File: src/rtl/logo_sprite_ctrl.sv
// Logo sprite compositor: maps the raster onto a bouncing 352x176 logo, fetches
// palette colours from the logo ROM, applies colour-key transparency, drives RGB.
module logo_sprite_ctrl #(
    parameter int          LOGO_W    = 352,
    parameter int          LOGO_H    = 176,
    parameter int          H_ACTIVE  = 640,
    parameter int          V_ACTIVE  = 480,
    parameter int          STEP      = 1,
    parameter logic [11:0] KEY_COLOR = 12'h808,
    parameter logic [11:0] BG_COLOR  = 12'h000
) (
    input  logic        clk,
    input  logic        rst_n,
    input  logic [9:0]  pix_x,
    input  logic [9:0]  pix_y,
    input  logic        pix_valid,
    input  logic        frame_start,
    input  logic        move_en,
    output logic [15:0] rom_addr,
    input  logic [11:0] rom_color,
    output logic [11:0] rgb_out,
    output logic        rgb_valid,
    output logic [9:0]  logo_x,
    output logic [9:0]  logo_y,
    output logic [7:0]  bounce_cnt
);

    localparam logic [10:0] LOGO_W11 = 11'(LOGO_W);
    localparam logic [10:0] LOGO_H11 = 11'(LOGO_H);
    localparam logic [15:0] LOGO_W16 = 16'(LOGO_W);
    localparam logic [10:0] X_LIM    = 11'(H_ACTIVE - LOGO_W);
    localparam logic [10:0] Y_LIM    = 11'(V_ACTIVE - LOGO_H);
    localparam logic [10:0] STEP11   = 11'(STEP);
    localparam logic [9:0]  STEP10   = 10'(STEP);
    localparam logic [9:0]  X_INIT   = 10'((H_ACTIVE - LOGO_W) / 2);
    localparam logic [9:0]  Y_INIT   = 10'((V_ACTIVE - LOGO_H) / 2);

    typedef enum logic [1:0] {
        ST_WAIT  = 2'd0,
        ST_UPD_X = 2'd1,
        ST_UPD_Y = 2'd2
    } state_t;

    state_t      state_r;
    logic [9:0]  logo_x_r;
    logic [9:0]  logo_y_r;
    logic        dir_x_r;
    logic        dir_y_r;
    logic [7:0]  bounce_cnt_r;
    logic [15:0] rom_addr_r;
    logic        s1_in_box_r;
    logic        s1_valid_r;
    logic [11:0] rgb_out_r;
    logic        rgb_valid_r;

    logic [10:0] px_s;
    logic [10:0] py_s;
    logic [10:0] lx_s;
    logic [10:0] ly_s;
    logic [9:0]  dx_s;
    logic [9:0]  dy_s;
    logic        in_box_s;
    logic [15:0] addr_s;
    logic [11:0] x_step_s;
    logic [11:0] y_step_s;

    // One axis move: returns {hit, new_dir (1 = increasing), new_pos}.
    function automatic logic [11:0] step_axis(input logic [9:0] pos,
                                              input logic dir_pos,
                                              input logic [10:0] lim);
        logic [10:0] sum;
        logic [11:0] res;
        sum = {1'b0, pos} + STEP11;
        if (dir_pos) begin
            if (sum >= lim) begin
                res = {1'b1, 1'b0, lim[9:0]};
            end else begin
                res = {1'b0, 1'b1, sum[9:0]};
            end
        end else begin
            if ({1'b0, pos} <= STEP11) begin
                res = {1'b1, 1'b1, 10'd0};
            end else begin
                res = {1'b0, 1'b0, pos - STEP10};
            end
        end
        return res;
    endfunction

    // Saturating reversal counter increment.
    function automatic logic [7:0] bump(input logic [7:0] cnt, input logic hit);
        logic [7:0] res;
        if (hit && (cnt != 8'd255)) begin
            res = cnt + 8'd1;
        end else begin
            res = cnt;
        end
        return res;
    endfunction

    // Stage-1 box test and ROM address, compared at 11 bits to avoid overflow.
    always_comb begin
        px_s     = {1'b0, pix_x};
        py_s     = {1'b0, pix_y};
        lx_s     = {1'b0, logo_x_r};
        ly_s     = {1'b0, logo_y_r};
        dx_s     = pix_x - logo_x_r;
        dy_s     = pix_y - logo_y_r;
        in_box_s = pix_valid
                   && (px_s >= lx_s) && (px_s < (lx_s + LOGO_W11))
                   && (py_s >= ly_s) && (py_s < (ly_s + LOGO_H11));
        addr_s   = (16'(dy_s) * LOGO_W16) + 16'(dx_s);
        x_step_s = step_axis(logo_x_r, dir_x_r, X_LIM);
        y_step_s = step_axis(logo_y_r, dir_y_r, Y_LIM);
    end

    // Two-stage pixel pipeline: address fetch, then key/background compositing.
    always_ff @(posedge clk or negedge rst_n) begin
        if (!rst_n) begin
            rom_addr_r  <= 16'd0;
            s1_in_box_r <= 1'b0;
            s1_valid_r  <= 1'b0;
            rgb_out_r   <= 12'd0;
            rgb_valid_r <= 1'b0;
        end else begin
            rom_addr_r  <= in_box_s ? addr_s : 16'd0;
            s1_in_box_r <= in_box_s;
            s1_valid_r  <= pix_valid;
            rgb_valid_r <= s1_valid_r;
            if (!s1_valid_r) begin
                rgb_out_r <= 12'd0;
            end else if (s1_in_box_r && (rom_color != KEY_COLOR)) begin
                rgb_out_r <= rom_color;
            end else begin
                rgb_out_r <= BG_COLOR;
            end
        end
    end

    // Position FSM: one X step then one Y step per enabled frame_start.
    always_ff @(posedge clk or negedge rst_n) begin
        if (!rst_n) begin
            state_r      <= ST_WAIT;
            logo_x_r     <= X_INIT;
            logo_y_r     <= Y_INIT;
            dir_x_r      <= 1'b1;
            dir_y_r      <= 1'b1;
            bounce_cnt_r <= 8'd0;
        end else begin
            case (state_r)
                ST_WAIT: begin
                    if (frame_start && move_en) begin
                        state_r <= ST_UPD_X;
                    end else begin
                        state_r <= ST_WAIT;
                    end
                end
                ST_UPD_X: begin
                    logo_x_r     <= x_step_s[9:0];
                    dir_x_r      <= x_step_s[10];
                    bounce_cnt_r <= bump(bounce_cnt_r, x_step_s[11]);
                    state_r      <= ST_UPD_Y;
                end
                ST_UPD_Y: begin
                    logo_y_r     <= y_step_s[9:0];
                    dir_y_r      <= y_step_s[10];
                    bounce_cnt_r <= bump(bounce_cnt_r, y_step_s[11]);
                    state_r      <= ST_WAIT;
                end
                default: begin
                    state_r <= ST_WAIT;
                end
            endcase
        end
    end

    assign rom_addr   = rom_addr_r;
    assign rgb_out    = rgb_out_r;
    assign rgb_valid  = rgb_valid_r;
    assign logo_x     = logo_x_r;
    assign logo_y     = logo_y_r;
    assign bounce_cnt = bounce_cnt_r;

endmodule

File: config.mk
export PLATFORM = sky130hd
export DESIGN_NAME = logo_sprite_ctrl
export DESIGN_NICKNAME = d
export VERILOG_FILES = /design/src/rtl/logo_sprite_ctrl.sv
export SDC_FILE = /design/constraint.sdc
export NUM_CORES = 1
export LEC_CHECK = 0
export BUFFER_PORTS_ARGS = -buffer_cell sky130_fd_sc_hd__buf_4
export CAP_MARGIN = 10
export CELL_PAD_IN_SITES_DETAIL_PLACEMENT = 0
export CELL_PAD_IN_SITES_GLOBAL_PLACEMENT = 1
export CORE_ASPECT_RATIO = 0.8
export CORE_UTILIZATION = 47
export DETAILED_ROUTE_END_ITERATION = 12
export GPL_TIMING_DRIVEN = 0
export PLACE_DENSITY = 0.85
export SKIP_CTS_REPAIR_TIMING = 1
export SYNTH_ARGS = -nofsm -noshare
export SYNTH_HDL_FRONTEND = slang
export SYNTH_SLANG_ARGS = --single-unit
File: constraint.sdc
create_clock -name clk -period 8.2 [get_ports clk]
set_input_delay 1.64 -clock clk [delete_from_list [all_inputs] [get_ports clk]]
set_output_delay 1.64 -clock clk [all_outputs]
set_load 0.01 [all_outputs]
Word-level counts from Yosys, hierarchy flattened. Cells that the tools add are included.

Bits in registers: 63. Input bits: 37. Output and inout port bits: 57. Logic and storage cells: 61.

Add/subtract/negate cells: 10. Multipliers: 1. $lt $le $gt $ge: 8. Equal/unequal tests: 6. Mux-type cells: 14. Reduce and logical (&&, ||, !) cells: 11.

Operators with widths (count): $mux W12 (8); $add A10 B1 Y11 const B (2); $ge A11 B9 Y1 const B (2); $lt A10 B11 Y1 (2); $ge A10 B10 Y1 (2); $le A10 B1 Y1 const B (2); $sub A10 B1 Y10 const B (2); $sub A10 B10 Y10 (2); $add A16 B10 Y16 (1); $mux W16 (1); $mux W8 (2); $pmux W8 S2 (1); $ne A12 B12 Y1 const B (1); $add A10 B8 Y11 const B (1); $add A10 B9 Y11 const B (1); $mul A10 B4 Y11 const B (1); $add A8 B1 Y8 const B (1); $logic_and A1 B1 Y1 (8); $ne A8 B8 Y1 const B (1); $ne A2 B2 Y1 const B (2); $pmux W2 S2 (1); $reduce_and A3 Y1 (1); $eq A2 B1 Y1 const B (1); $eq A2 B2 Y1 const B (1); 3 further kinds (3).

Logic depth before layout (Yosys ltp).
Depth in word-level cells: 7. Depth in mapped cells: 23.

Worst setup path before layout. Ideal clock, no wire load.

Path type: input -> register. Start point: in pix_y[0]. End point: reg rom_addr_r[15], in the netlist rom_addr[15]. Library setup time: 131 ps. Arrival time: 5707 ps. Setup slack: 2361 ps. Stages: 22. Cells stage by stage: inv_1 -> ha_1 -> inv_1 -> fa_1 -> a21o_1 -> a21oi_1 -> o21bai_1 -> a21oi_1 -> xnor2_1 -> inv_1 -> ha_1 -> inv_1 -> fa_1 -> inv_1 -> ha_1 -> o2111ai_1 -> nand4b_1 -> a21o_1 -> a211o_1 -> a211o_1 -> a21oi_1 -> nor3b_1.

Longest elaborated chain between the ends: 4.

RTL lines: start: declaration (line 15) `input logic [9:0] pix_y,`; $sub A10 B10 Y10 or $ge A10 B10 Y1 (tied branches) (line 108, 111); $mul A10 B4 Y11 or $logic_and A1 B1 Y1 (tied branches) (line 112, 111); $add A16 B10 Y16 or $logic_and A1 B1 Y1 (tied branches) (line 112, 111); $mux W16 (*) (line 126) `rom_addr_r <= in_box_s ? addr_s : 16'd0;`; end signal: assignment (line 126); end: declaration (line 50) `logic [15:0] rom_addr_r;`.

Mark *: on every way between the ends. The rest lies on a longest branch, timed or not. A chain may end at the register's enable or synchronous reset.

Worst setup path after layout. Same ends and word-level chain as after synthesis.

==> out/results.txt <==
Largest net degree at the start of global routing = 64
TNS Setup = 0 ns
Worst-case reg-to-reg path depth = 21
CP startpoint = pix_y[0]
Vias in the first global route = 4653
Area delta synth->final = 21.9%
Number of port buffers = 93
Kind of critical path = input port to flop
Diodes inserted = 0
Sequential-to-total area share from yosys stat = 28.7%
Final max-slew violation count = 0
Iteration-0 DRC Markers = 358
Initial antenna violation count = 0
Crit Path Max Fanout = 5
Final Hold Viols = 0
Hold WC Path Type = flop to flop
Status = finished, final reports clean
Max Clock Skew = 0.00896 ns
R2R setup slack = 2.96 ns
Combinational family with the most area after synthesis = compound AO/OA/AOI/OAI gates
RR Endpoint = rom_addr[15]
DRC viols = 0
Predominant post-synthesis flop cell = dfrtp_1
Tcrit/Tclk final = 75.5%
Fin nets = 854
RSZ-0062 raised after global routing = no
Total CTS buffers = 9
CP endpoint = rom_addr[15]
Die H = 98.9 microns
Grt total ovfl = 0
Mean Syn Cell Area = 8.69 sq um
Setup Viol. Count Final = 0
Yosys reg bits = 63
CP startpoint kind = input port
Period minus WS final = 6.19 ns
Pre-antenna DRT Iters = 5
Async set or reset register ratio after synthesis = 100%
Synth cell types = 68
Core area = 11500 sq um
GRT Total Usage = 23.5%
Num rows = 35
Total die area = 12200 sq um
Vias per cell = 5.56
Clock-pin slew on the worst setup and hold paths = 0.06 ns
CTS tree = yes
Simple-gate area share of the yosys netlist = 17.6%
H-Tree Depth = 3
Die X = 123 microns
Yosys warns = 0
Clk_lat worst skew = 0.34 ns
Worst EP required = 8.43 ns
Starting Density = 48.1%
Number of I/O pins = 94
Clock Sink Count = 63
Least-Margin Pin Slew = 0.873 ns
Cell area after synthesis = 5520 sq um
Final ANT Viol Nets = 0
CTS max path bufs = 2
XOR/XNOR share of the synthesized area = 6.66%
DP HPWL = 10700 microns
WL/cell = 15.3 microns
RD Place Congestion = 0.927
Vias = 4961
Worst path arrival time = 6.41 ns
Share of layout cells above drive strength 1 = 19.2%
Post-synth EDFFs = 0
F_max = 0.162 GHz
First-pass GRT wire length = 22600 microns
CP Capture Type = flop
Max-slew headroom = 41.5%
Syn Inst Count = 635
Total Wirelength = 13700 microns
Clock root buffer master = clkbuf_16
Max Cap Viol = 0
Mux contribution to synthesized area = 1.02%
Synth Area in Compound Gates = 20.7%
Reg-to-Reg Start = logo_y[0]
Syn_nets = 750
Post-Synth Adder-Cell Area = 18.9%
## per-stage QoR
stage / cell area (sq um) / worst slack [ns] / util, % / hold slack (ns) / instances
after floorplan: 5520 / 2.36 / - / 0.354 / 635
after global placement: 6400 / 1.74 / 55.8 / 0.356 / 876
after detailed placement: 6400 / 1.71 / 55.8 / 0.362 / 876
after CTS: 6730 / 2.01 / 58.7 / 0.374 / 892
after global routing: 6730 / 1.70 / 58.7 / 0.403 / 892
final: 6730 / 2.01 / 58.7 / 0.372 / 892
## cells by family after synthesis
group	after synthesis
AOI/OAI and AO/OA	173
adders and majority gates	78
buffers and inverters	88
and+or+nand+nor	186
muxes	5
xor gates and xnor gates	42
DFF	63
## area by class of cell
type / count / area, sq um
buffer: 19 / 92.6
clock buffer: 9 / 225
clock inverter: 7 / 103
fill: 1088 / 4740
inverter: 69 / 259
multi-input combinational: 484 / 3580
sequential: 63 / 1590
tap: 148 / 185
timing repair buffer: 93 / 698
## synthesized netlist by cell type, drive strengths merged, types with 9 or more instances
master | instances | area [sq um]
nand2 | 35 | 131
nor2 | 44 | 168
o211ai | 9 | 67.6
inv | 69 | 259
ha | 69 | 863
o21ai | 39 | 206
clkbuf | 13 | 50.0
a21oi | 43 | 215
xor2 | 15 | 131
nand3 | 27 | 135
fa | 9 | 180
xnor2 | 27 | 236
nor3 | 17 | 90.1
dfrtp | 56 | 1400
and2 | 16 | 100
and3 | 11 | 80.1
a21o | 17 | 128
## sequential cells by signal, indices dropped and copies added, names as in the netlist
register	count
dir_y_r	1
s1_in_box_r	1
dir_x_r	1
rom_addr	16
rgb_out	12
logo_x	10
s1_valid_r	1
logo_y	10
rgb_valid	1
state_r	2
bounce_cnt	8
## placed cells by master (no fill, tap or decap), drive strengths merged, types with 4 or more instances in the layout
cell,n
buf,99
inv,72
ha,69
dfrtp,56
nor2,44
a21oi,43
o21ai,39
nand2,35
nand3,27
xnor2,27
clkbuf,22
a21o,17
nor3,17
and2,16
xor2,15
and3,11
o211ai,9
fa,9
o22ai,8
o21a,7
dfstp,7
nor2b,6
nand2b,6
a31oi,6
nor4,6
a22o,6
o31ai,5
o21bai,4
or2,4
a211o,4
nand4,4
a211oi,4
## worst max-delay path: stages
cell and delay [ns]:
buf_4 0.11, inv_1 0.05, ha_1 0.16, inv_1 0.05, fa_1 0.41, a21o_1 0.18, a21oi_1 0.34, o21bai_1 0.12
a21oi_1 0.31, xnor2_1 0.23, inv_1 0.12, ha_1 0.29, inv_1 0.05, fa_1 0.50, inv_1 0.04, ha_1 0.34
o2111ai_1 0.16, nand4b_1 0.16, a21o_1 0.22, a211o_1 0.31, a211o_1 0.32, nand3_1 0.08, nor3b_1 0.22
## how the worst min path moves through the flow
stage                from        end  cells after the start  slack [ns]
6_report       s1_valid_r  rgb_valid                      0        0.37
5_1_grt        s1_valid_r  rgb_valid                      0        0.40
4_1_cts        s1_valid_r  rgb_valid                      0        0.37
3_5_place_dp   s1_valid_r  rgb_valid                      0        0.36
3_3_place_gp   s1_valid_r  rgb_valid                      0        0.36
2_1_floorplan  s1_valid_r  rgb_valid                      0        0.35
## routing by layer
metal  up-vias  GRT usage, %  wire length [microns]
met4         0          8.53                    292
met1      2319          33.1                   6660
met3        25          4.11                    796
li1       2465             -                      -
met2       152          35.8                   5920
met5         -             0                      0
Power is left out: the tool's default activity adds up to more than one toggle a clock period on the data nets, which glitch-free logic cannot reach.
